==> src/rtl/regfile_pkg.sv <==
// Shared definitions for the scoreboarded register file.
// Holds the clear-engine state encoding and the default geometry used by
// the core's top-level register file.
package regfile_pkg;

  typedef enum logic [1:0] {
    IDLE  = 2'd0,
    CLEAR = 2'd1,
    DONE  = 2'd2
  } clr_state_t;

  localparam int DEF_WIDTH = 32;
  localparam int DEF_DEPTH = 32;

endpackage

==> src/rtl/regfile_clr_fsm.sv <==
// Sequential bulk-clear engine for the register file.
// Walks the register index space one entry per cycle, then signals
// completion with a single-cycle pulse.
// Ports:
//   clk, reset  - clock, asynchronous active-low reset
//   clr_req     - start a clear (pulse or level; sampled only when idle)
//   idle        - engine idle; normal writes/reserves/bypass allowed
//   clr_busy    - engine active (CLEAR or DONE)
//   clr_done    - one-cycle completion pulse
//   clr_we      - clear strobe into the array
//   clr_addr    - register currently being cleared
module regfile_clr_fsm
  import regfile_pkg::*;
#(
  parameter int DEPTH    = DEF_DEPTH,
  parameter int ZERO_REG = 1,
  localparam int AW      = $clog2(DEPTH)
) (
  input  logic          clk,
  input  logic          reset,
  input  logic          clr_req,
  output logic          idle,
  output logic          clr_busy,
  output logic          clr_done,
  output logic          clr_we,
  output logic [AW-1:0] clr_addr
);

  // Register 0 needs no clearing when it is hard-wired, so start at 1.
  localparam logic [AW-1:0] FIRST = (ZERO_REG != 0) ? AW'(1) : '0;
  localparam logic [AW-1:0] LAST  = AW'(DEPTH - 1);

  clr_state_t    state, state_nxt;
  logic [AW-1:0] cnt, cnt_nxt;

  always_ff @(posedge clk or negedge reset) begin
    if (!reset) begin
      state <= IDLE;
      cnt   <= '0;
    end else begin
      state <= state_nxt;
      cnt   <= cnt_nxt;
    end
  end

  // The terminal index is tested explicitly, so the counter never wraps
  // while clearing; it is parked at zero once the walk finishes.
  always_comb begin
    state_nxt = state;
    cnt_nxt   = cnt;
    idle      = 1'b0;
    clr_busy  = 1'b0;
    clr_done  = 1'b0;
    clr_we    = 1'b0;
    unique case (state)
      IDLE: begin
        idle = 1'b1;
        if (clr_req) begin
          state_nxt = CLEAR;
          cnt_nxt   = FIRST;
        end
      end
      CLEAR: begin
        clr_busy = 1'b1;
        clr_we   = 1'b1;
        if (cnt == LAST) begin
          state_nxt = DONE;
          cnt_nxt   = '0;
        end else begin
          cnt_nxt = cnt + AW'(1);
        end
      end
      DONE: begin
        clr_busy  = 1'b1;
        clr_done  = 1'b1;
        state_nxt = IDLE;
      end
      default: state_nxt = IDLE;
    endcase
  end

  assign clr_addr = cnt;

endmodule

==> src/rtl/regfile_sb.sv <==
// Parametrised multi-read register file with busy scoreboard and a
// sequential bulk-clear engine. Sits between decode (read/reserve) and
// writeback (write/release).
// Ports:
//   clk, reset        - clock, asynchronous active-low reset
//   write/wrAddr/wrData - write port; a write also releases the busy bit
//   rdAddr/rdData     - NREAD packed combinational read ports
//   rdBusy            - scoreboard busy bit per read port
//   rsv/rsvAddr       - mark a register busy
//   clrReq            - start bulk clear
//   clrBusy/clrDone   - clear engine active / completion pulse
module regfile_sb
  import regfile_pkg::*;
#(
  parameter int WIDTH    = DEF_WIDTH,
  parameter int DEPTH    = DEF_DEPTH,
  parameter int NREAD    = 2,
  parameter int BYPASS   = 1,
  parameter int ZERO_REG = 1,
  localparam int AW      = $clog2(DEPTH)
) (
  input  logic                   clk,
  input  logic                   reset,
  input  logic                   write,
  input  logic [AW-1:0]          wrAddr,
  input  logic [WIDTH-1:0]       wrData,
  input  logic [NREAD*AW-1:0]    rdAddr,
  output logic [NREAD*WIDTH-1:0] rdData,
  output logic [NREAD-1:0]       rdBusy,
  input  logic                   rsv,
  input  logic [AW-1:0]          rsvAddr,
  input  logic                   clrReq,
  output logic                   clrBusy,
  output logic                   clrDone
);

  logic [WIDTH-1:0] regs [DEPTH];
  logic [DEPTH-1:0] sb;

  logic          idle;
  logic          clr_we;
  logic [AW-1:0] clr_addr;
  logic          wr_ok;
  logic          rsv_ok;
  logic          bypass_on;

  regfile_clr_fsm #(
    .DEPTH    (DEPTH),
    .ZERO_REG (ZERO_REG)
  ) u_clr (
    .clk      (clk),
    .reset    (reset),
    .clr_req  (clrReq),
    .idle     (idle),
    .clr_busy (clrBusy),
    .clr_done (clrDone),
    .clr_we   (clr_we),
    .clr_addr (clr_addr)
  );

  // Writes and reservations are only honoured while the clear engine is idle.
  assign wr_ok     = write && idle && !((ZERO_REG != 0) && (wrAddr == '0));
  assign rsv_ok    = rsv && idle && !((ZERO_REG != 0) && (rsvAddr == '0));
  assign bypass_on = (BYPASS != 0) && write && idle;

  // The reservation is applied after the write release so that a
  // same-cycle reserve of the written register leaves it busy.
  always_ff @(posedge clk or negedge reset) begin
    if (!reset) begin
      for (int i = 0; i < DEPTH; i++) regs[i] <= '0;
      sb <= '0;
    end else if (clr_we) begin
      regs[clr_addr] <= '0;
      sb[clr_addr]   <= 1'b0;
    end else begin
      if (wr_ok) begin
        regs[wrAddr] <= wrData;
        sb[wrAddr]   <= 1'b0;
      end
      if (rsv_ok) sb[rsvAddr] <= 1'b1;
    end
  end

  // Read priority: hard-wired zero, then same-cycle write forwarding,
  // then the stored value. A forwarded write also hides the busy bit.
  for (genvar i = 0; i < NREAD; i++) begin : g_read
    logic [AW-1:0] addr;
    logic          is_zero;
    logic          hit;

    assign addr    = rdAddr[i*AW +: AW];
    assign is_zero = (ZERO_REG != 0) && (addr == '0);
    assign hit     = bypass_on && (wrAddr == addr);

    assign rdData[i*WIDTH +: WIDTH] = is_zero ? '0 : (hit ? wrData : regs[addr]);
    assign rdBusy[i]                = !is_zero && !hit && sb[addr];
  end

endmodule

==> config.mk <==
export PLATFORM = sky130hd
export DESIGN_NAME = regfile_sb
export DESIGN_NICKNAME = d
export VERILOG_FILES = /design/src/rtl/regfile_pkg.sv /design/src/rtl/regfile_clr_fsm.sv /design/src/rtl/regfile_sb.sv
export SDC_FILE = /design/constraint.sdc
export NUM_CORES = 2
export LEC_CHECK = 0
export CORE_MARGIN = 1.5
export CORE_UTILIZATION = 57
export CTS_CLUSTER_DIAMETER = 50
export DETAILED_ROUTE_END_ITERATION = 6
export PLACE_DENSITY_LB_ADDON = 0.05
export REMOVE_ABC_BUFFERS = 1
export SETUP_SLACK_MARGIN = 0.5
export SYNTH_ARGS = -nofsm -noshare
export SYNTH_HDL_FRONTEND = slang
export SYNTH_SLANG_ARGS = --single-unit
==> constraint.sdc <==
create_clock -name clk -period 3.3 [get_ports clk]
set_input_delay 0.33 -clock clk [delete_from_list [all_inputs] [get_ports clk]]
set_output_delay 0.33 -clock clk [all_outputs]
set_load 0.1 [all_outputs]
==> impl_metrics.py <==
metrics = {
    "timing": {
        "slew_headroom_pct": 14.02,
        "finalSetupViolations": 0,
        "period_needed_ns": 3.284,
        "clock_skew_ns": 0.02400,
        "slew_violations": 0,
        "holdWs_ns": 0.2343,
        "hold_viol": 0,
        "rsz0062_at_grt": "true",
        "period_share_pct": 99.52,
        "max_freq_mhz": 304.5,
        "worst_pin_slew_ns": 1.290,
    },
    "floorplan": {
        "initial_core_util_pct": 57.64,
        "pin_count": 125,
        "die_area_mm2": 0.09982,
        "chipWidth_um": 315.9,
        "core-area_mm2": 0.09685,
        "die_y_um": 315.9,
        "std_cell_rows": 114,
    },
    "status": {
        "failed_checks": "DRC",
        "status": "finished, violations left",
    },
    "final_layout": {
        "seqCellArea_mm2": 0.02660,
        "area_growth_pct": 21.61,
        "final_nets": 4301,
        "multi_input_area_mm2": 0.02820,
        "final_util_pct": 70.09,
        "fillers": 6444,
        "drive_above_1_share_pct": 32.19,
    },
    "placed_design": {
        "dp_hpwl_mm": 147.9,
        "port_buffers": 124,
        "routabilityCongestion": 0.9305,
    },
    "route": {
        "routed_wirelength_mm": 252.9,
        "ant_nets": 0,
        "wl_per_cell_um": 44.95,
        "dr_total_vias": 47969,
        "dr.pass1.iters": 7,
        "remaining_drc_errors": 54,
        "vias_per_cell": 8.526,
        "drtIter0Drc": 8416,
    },
    "setup_path": {
        "critPathCaptureType": "output port",
        "critPathTopFamily": "compound AO/OA/AOI/OAI gates",
        "worstPathArrival_ns": 2.95,
        "max_stage_delay_ns": 0.46,
        "crit_buf_inv": 5,
        "path_cells": "inv_2, ha_4, nand2_4, o31ai_4, buf_12, buf_12, buf_16, a211oi_1, a211o_2, buf_12",
        "cp_data_required_time_ns": 2.97,
        "cpMaxStageDelayCell": "a211o_2",
        "crit_top_cell": "buf_12",
        "path_class": "reg2out",
        "cp-start-kind": "register",
        "critPathMaxFanout": 7,
    },
    "run": {
        "drv_cap": 0,
    },
    "yosys": {
        "ys_types": 59,
        "synth-edff-count": 0,
        "yosys_warnings": 0,
        "syn_area_mm2": 0.05582,
        "synth-seq-area-share_pct": 47.65,
        "synthCells": 4085,
        "synth_top_area_cell": "dfrtp_1",
        "synth.avg_cell_area_um2": 13.66,
        "synth_top_area_share_pct": 47.65,
        "ys.flop_type": "dfrtp_1",
        "synth_area_leaders": "dfrtp_1 48%, mux4_2 19%, a22o_1 16%",
        "ys_ff_latch": 1063,
        "async_reset_ff_share_pct": 100.0,
    },
    "clock_tree": {
        "cts_tree": "built",
        "cts-buffers-inserted": 134,
        "root_buffer": "clkbuf_16",
        "h-tree-depth": 4,
        "cts_buffer_depth": 3,
        "clk_latency_ns": 0.76,
        "clk_pin_slew_ns": 0.06,
        "cts_sinks": 1063,
    },
    "global_route": {
        "use_met2_pct": 69.76,
        "grt_use_met3_pct": 23.26,
        "grt_pass1_wl_mm": 356.7,
        "first_global_vias": 47919,
        "antenna_found_initial": 10,
        "grt_usage_pct": 51.10,
        "use_met1_pct": 62.74,
        "grt_max_degree": 93,
        "grt.busiest_layer": "met2",
        "grt-ovfl-total": 0,
    },
    "power": {
        "power.density_mw_per_mm2": 706.2,
        "peakVddDrop_mv": 0.6194,
        "total_leakage_power_nw": 30.15,
    },
    "worst_hold_path": {
        "hold_class": "in2async",
    },
}
[per-layer routing]
metal | share of wire [%] | wire [um]
met1 | 33 | 82230
met2 | 42 | 105200
met3 | 16 | 41380
met4 | 9.5 | 24020
met5 | 0.041 | 103
[final timing paths]
kind                                        to  slack, ns      startpoint  cells after the start
worst min register to register      regs[1017]       0.51      regs[1017]                      1
min in group clk                u_clr.state[1]       0.39          clrReq                      4
worst max-delay path                 rdData[5]       0.02  u_clr.state[1]                     10
worst max register to register       regs[546]       0.50  u_clr.state[1]                      9
max in group asynchronous            regs[882]       1.90           reset                      3
worst min-delay path                 regs[981]       0.23           reset                      2
[final cells by class]
type                            count  share of cell area (%)
Multi-Input combinational cell   2467                   41.54
Sequential cell                  1063                   39.19
Timing Repair Buffer              561                   10.06
Clock buffer                      183                   5.758
Tap cell                         1276                   2.352
Clock inverter                     51                  0.9917
Antenna cell                       17                 0.06267
Inverter                            8                 0.04424
[where the power goes]
part,internal [mW],switching [mW]
Sequential,16.1,2.83
Clock,9.33,6.04
Combinational,6.69,6.90
[through the flow]
| stage | worst slack [ns] | cells | setup TNS, ns | area, um^2 | total power [mW] |
|---|---|---|---|---|---|
| 2_1_floorplan | -1.104 | 3537 | -107.97 | 53250 | 25.75 |
| 3_3_place_gp | -0.06446 | 5293 | -0.06446 | 61160 | 30.82 |
| 3_5_place_dp | -0.02787 | 5293 | -0.03014 | 61160 | 31.34 |
| 4_1_cts | 0.1193 | 5588 | 0 | 67140 | 47.10 |
| 5_1_grt | 0.01795 | 5612 | 0 | 67850 | 49.06 |
| 6_report | 0.01585 | 5626 | 0 | 67880 | 47.94 |
[registers in the layout, summed over array words and instances, names as in the netlist]
signal          flops
u_clr.state         2
sb                 32
regs             1024
u_clr.clr_addr      5
[layout by cell type, fill, tap and decap left out, types with 45 or more instances in the layout]
master | netlist | routed
dfrtp_1 | 1063 | 1063
a22o_1 | 1037 | 1033
buf_12 | 3 | 171
nor2b_1 | 52 | 48
buf_4 | 16 | 307
clkbuf_16 | 0 | 146
mux2i_1 | 198 | 194
a22oi_1 | 50 | 49
o22ai_1 | 49 | 48
clkdlybuf4s50_1 | 0 | 45
a221oi_1 | 63 | 63
mux4_2 | 461 | 461
[cell families after synthesis]
| kind of cell | after synthesis | share of synthesized area [%] |
|---|---|---|
| flip-flops | 1063 | 47.65 |
| buffers and inverters | 556 | 4.660 |
| XOR/XNOR | 9 | 0.1412 |
| adder cells (fa/ha/maj) | 9 | 0.2017 |
| AO/OA/AOI/OAI | 1466 | 21.89 |
| multiplexers | 663 | 22.23 |
| AND/OR/NAND/NOR | 319 | 3.219 |
[synth_stat cells, types with 12 or more instances]
| master | count |
|---|---|
| a22oi_1 | 50 |
| buf_2 | 87 |
| o22ai_1 | 49 |
| a211o_1 | 32 |
| mux4_2 | 461 |
| nor2b_1 | 52 |
| nor3_1 | 27 |
| nor3b_1 | 12 |
| nor2_1 | 63 |
| dfrtp_1 | 1063 |
| nand3_1 | 29 |
| clkbuf_1 | 366 |
| nor4_1 | 13 |
| a21oi_1 | 62 |
| a211oi_1 | 92 |
| o21ai_0 | 16 |
| o21bai_1 | 18 |
| buf_4 | 16 |
| mux2i_1 | 198 |
| a22o_1 | 1037 |
| buf_1 | 36 |
| o211ai_1 | 15 |
| buf_6 | 33 |
| nand2_1 | 25 |
| a221oi_1 | 63 |
| nand2b_1 | 16 |
| and2_1 | 40 |
[repair_timing]
action | in CTS | in global routing
gates cloned | 7 | 2
endpoints found under the hold margin | 48 | 0
setup buffers | 53 | 19
endpoints found under the setup margin | 116 | 160
hold buffers | 1 | 0
gates resized for setup | 151 | 79
pin swaps | 57 | 43
No activity file was read; power rests on OpenSTA's default activity.
